[src/rtl/wave_sat_counter.sv]
// Saturating up-counter with a clear that overrides a same-cycle increment.
// Ports:
//   clock  in   rising-edge clock
//   reset  in   synchronous, active-high
//   inc    in   count up by one (holds at all-ones)
//   clr    in   force count to zero, wins over inc
//   count  out  current count
module wave_sat_counter #(
   parameter int W = 16
) (
   input  logic         clock,
   input  logic         reset,
   input  logic         inc,
   input  logic         clr,
   output logic [W-1:0] count
);

   always_ff @(posedge clock) begin
      if (reset) begin
         count <= '0;
      end else if (clr) begin
         count <= '0;
      end else if (inc && (count != '1)) begin
         count <= count + 1'b1;
      end
   end

endmodule

[config.mk]
export PLATFORM = sky130hd
export DESIGN_NAME = wave_sat_counter
export DESIGN_NICKNAME = d
export VERILOG_FILES = /design/src/rtl/wave_sat_counter.sv
export SDC_FILE = /design/constraint.sdc
export NUM_CORES = 1
export LEC_CHECK = 0
export ABC_AREA = 1
export BUFFER_PORTS_ARGS = -buffer_cell sky130_fd_sc_hd__buf_4
export CAP_MARGIN = 0
export CELL_PAD_IN_SITES_DETAIL_PLACEMENT = 0
export CELL_PAD_IN_SITES_GLOBAL_PLACEMENT = 2
export CORE_MARGIN = 1
export CORE_UTILIZATION = 25
export CTS_CLUSTER_SIZE = 28
export DETAILED_ROUTE_END_ITERATION = 10
export PLACE_DENSITY_LB_ADDON = 0.2
export SLEW_MARGIN = 20
export SYNTH_ARGS = -nofsm -noshare
export SYNTH_HDL_FRONTEND = slang
export SYNTH_SLANG_ARGS = --single-unit
export TNS_END_PERCENT = 20
[constraint.sdc]
create_clock -name clock -period 1.45 [get_ports clock]
set_clock_uncertainty 0.1 [all_clocks]
set_input_delay 0.145 -clock clock [delete_from_list [all_inputs] [get_ports clock]]
set_output_delay 0.145 -clock clock [all_outputs]
set_load 0.05 [all_outputs]
==> flow_summary.json <==
{
  "async_reset_ff_share_pct": 0,
  "cts.clk_slew.worst_paths_ns": 0.07,
  "grt-ovfl-total": 0,
  "areaGrowthSynthToFinish_pct": 42.7,
  "synth_nets": 161,
  "preCtsSetupSlack_ns": -0.0192,
  "synth_seq_area_share_pct": 31.9,
  "cts_tree": "done",
  "grt_max_degree": 17,
  "tightestPinTransition_ns": 0.226,
  "synth_top_family_by_area": "simple AND/OR/NAND/NOR gates",
  "crit_path_end_kind": "flop",
  "netlist-cell-type-count": 20,
  "relSlewSlack_pct": 84.9,
  "setup_viol": 4,
  "syn_area_um2": 1000,
  "cts_root_buf": "clkbuf_8",
  "layout_min_cycle_time_ns": 1.47,
  "grt_pass1_vias": 916,
  "cp-start-kind": "flop",
  "maxCapViolations": 0,
  "clk_latency_ns": 0.25,
  "nets": 192,
  "power_leakage_nw": 0.636,
  "cp_data_required_time_ns": 1.49,
  "fill_cells": 425,
  "dr.pass1.iters": 4,
  "yosysMostFrequentCell": "nand2_1",
  "status": "complete, but fails checks",
  "num_antenna_cells": 0,
  "synth_common_cells": "43 x nand2_1, 38 x nor2_1, 16 x dfxtp_1",
  "worstPathMaxFanout": 7,
  "io_buffers": 19,
  "fp-row-count": 22,
  "yosysTopAreaCell": "dfxtp_1",
  "htreeDepth": 1,
  "dieArea_um2": 4280,
  "grt_pass1_wl_um": 4320,
  "hpwl_um": 1910,
  "r2r_slack_ns": -0.02,
  "power_density_nw_per_um2": 578,
  "final_hold_viol_count": 0,
  "ir_worst_vdd_v": 0.000506,
  "numCtsBuffers": 3,
  "rr_worst_depth": 7,
  "violations": "setup timing",
  "yosys.area_share.adder_pct": 1.25,
  "wl_per_cell_um": 11.1,
  "synthSimpleGateAreaFrac_pct": 54.2,
  "reg2reg_from": "count[0]",
  "top_register": "count",
  "total_power_w": 0.000829,
  "worst_slack_ns": -0.0166,
  "fmax_mhz": 682,
  "grtUsageTotal_pct": 13.4,
  "rsz0062_at_grt": "yes",
  "drc": 0,
  "dp.cells": 224,
  "synth_edf_count": 0,
  "drive_gt1_share_pct": 42.5,
  "r2r_end": "count[7]",
  "path_class": "reg2reg",
  "cts_buffer_depth": 2,
  "synthXorXnorAreaFrac_pct": 0,
  "viasPerCell": 4.38,
  "multi_input_area_um2": 698,
  "endpoint": "count[7]",
  "ys_seq_elements": 16,
  "hp-class": "in2reg",
  "antenna_found_initial": 0,
  "cp.arrival_ns": 1.51,
  "yosysWarnings": 0,
  "synth_area_leaders": "dfxtp_1 32%, nand2_1 16%, nor2_1 14%",
  "fin_cells": 234,
  "synth_compound_area_share_pct": 4.48,
  "drtIter0Drc": 47,
  "period_share_pct": 101,
  "syn_avg_cell_area_um2": 6.44,
  "synth_top_area_share_pct": 31.9,
  "muxShareOfSynthArea_pct": 0,
  "regArea_um2": 368,
  "report.final.slew_viol_count": 0,
  "cts_sinks": 16,
  "startpoint": "count[0]",
  "syn_inst": 156,
  "wirelength_um": 2590,
  "die_w_um": 65.4,
  "gp_congestion": 0.746,
  "vias": 1024,
  "initial_core_util_pct": 26.8,
  "die_y_um": 65.4,
  "coreArea_um2": 3740,
  "pin_count": 20,
  "drtAntennaViolNets": 0,
  "largest_reg_flops": 16,
  "biggestRegsByFlops": "count x16",
  "ys.flop_type": "dfxtp_1"
}
[through the flow]
step | hold slack [ns] | setup TNS (ns) | util, % | instance area, um2
floorplan | 0.256 | -0.157 | - | 1080
global placement | 0.395 | 0 | 34.4 | 1290
detailed placement | 0.397 | -0.0380 | 34.4 | 1290
CTS | 0.186 | -0.00813 | 36.4 | 1360
global route | 0.238 | -1.11 | 38.3 | 1430
finish | 0.197 | -0.0529 | 38.3 | 1430
[cells in the final DEF, fill, tap and decap left out]
cell type and instances:
nor2_1 34, a21oi_1 1, nand4_1 1, nand3b_1 1, nor2_4 7, o21ai_0 2
dfxtp_4 11, nor2_8 1, ha_4 1, and2_2 1, buf_4 27, and3_2 1
nand3_1 13, a21oi_2 6, nand2_2 4, clkbuf_1 1, inv_1 15, nand2_4 3
inv_2 1, dfxtp_2 5, nand4_4 2, nor2_2 6, clkbuf_8 3, nand2_1 39
[cells by family (layout without fill, tap and decap cells)]
group,Yosys count,count (layout)
adder cells (fa/ha/maj),1,1
buffers and inverters,18,47
flip-flops,16,16
AND/OR/NAND/NOR,112,113
AO/OA/AOI/OAI,9,9
[critical path, stage by stage (launching register included)]
cell and delay, ns:
dfxtp_4 0.38, ha_4 0.16, nand2_4 0.05, nor2_4 0.17, buf_4 0.15, nand4_4 0.14, a21oi_2 0.16, nor2_1 0.05
[power by group]
part           leakage, nW  total [W]  switching, W  internal [W]
Sequential           0.140   0.000427    0.00000403      0.000423
Clock               0.0228   0.000348      0.000153      0.000195
Combinational        0.473  0.0000542     0.0000333     0.0000209
Total                0.636   0.000829      0.000190      0.000639
[timing repair]
item / in CTS / in global routing
setup endpoints to repair: 7 / 14
cloned: 1 / 0
setup buffers: 0 / 5
pin swaps: 1 / 9
hold buffers: 0 / 0
gates resized for setup: 3 / 11
[how the worst min path moves through the flow]
| stage | start | slack (ns) | depth (start not counted) | end |
|---|---|---|---|---|
| after floorplan | reset | 0.26 | 3 | count[5] |
| after global placement | count[14] | 0.39 | 2 | count[14] |
| after detailed placement | count[14] | 0.40 | 2 | count[14] |
| after CTS | inc | 0.19 | 5 | count[3] |
| after global routing | reset | 0.24 | 5 | count[0] |
| final | inc | 0.20 | 5 | count[3] |
[final cells by class]
class / count / share of cell area [%]
inverters: 16 / 4.19
repair buffers: 27 / 14.1
flip-flops and latches: 16 / 25.7
well taps: 48 / 4.19
multi-input cells: 123 / 48.7
clock buffers: 4 / 3.14
[layer usage]
| layer | part of all wire (%) | global-route usage (%) |
|---|---|---|
| met5 | 0 | 0 |
| met4 | 0.54 | 3.26 |
| met3 | 3.5 | 3.65 |
| met2 | 46 | 21.8 |
| met1 | 50 | 17.5 |
Note: power is estimated with default switching activity, not from simulation.
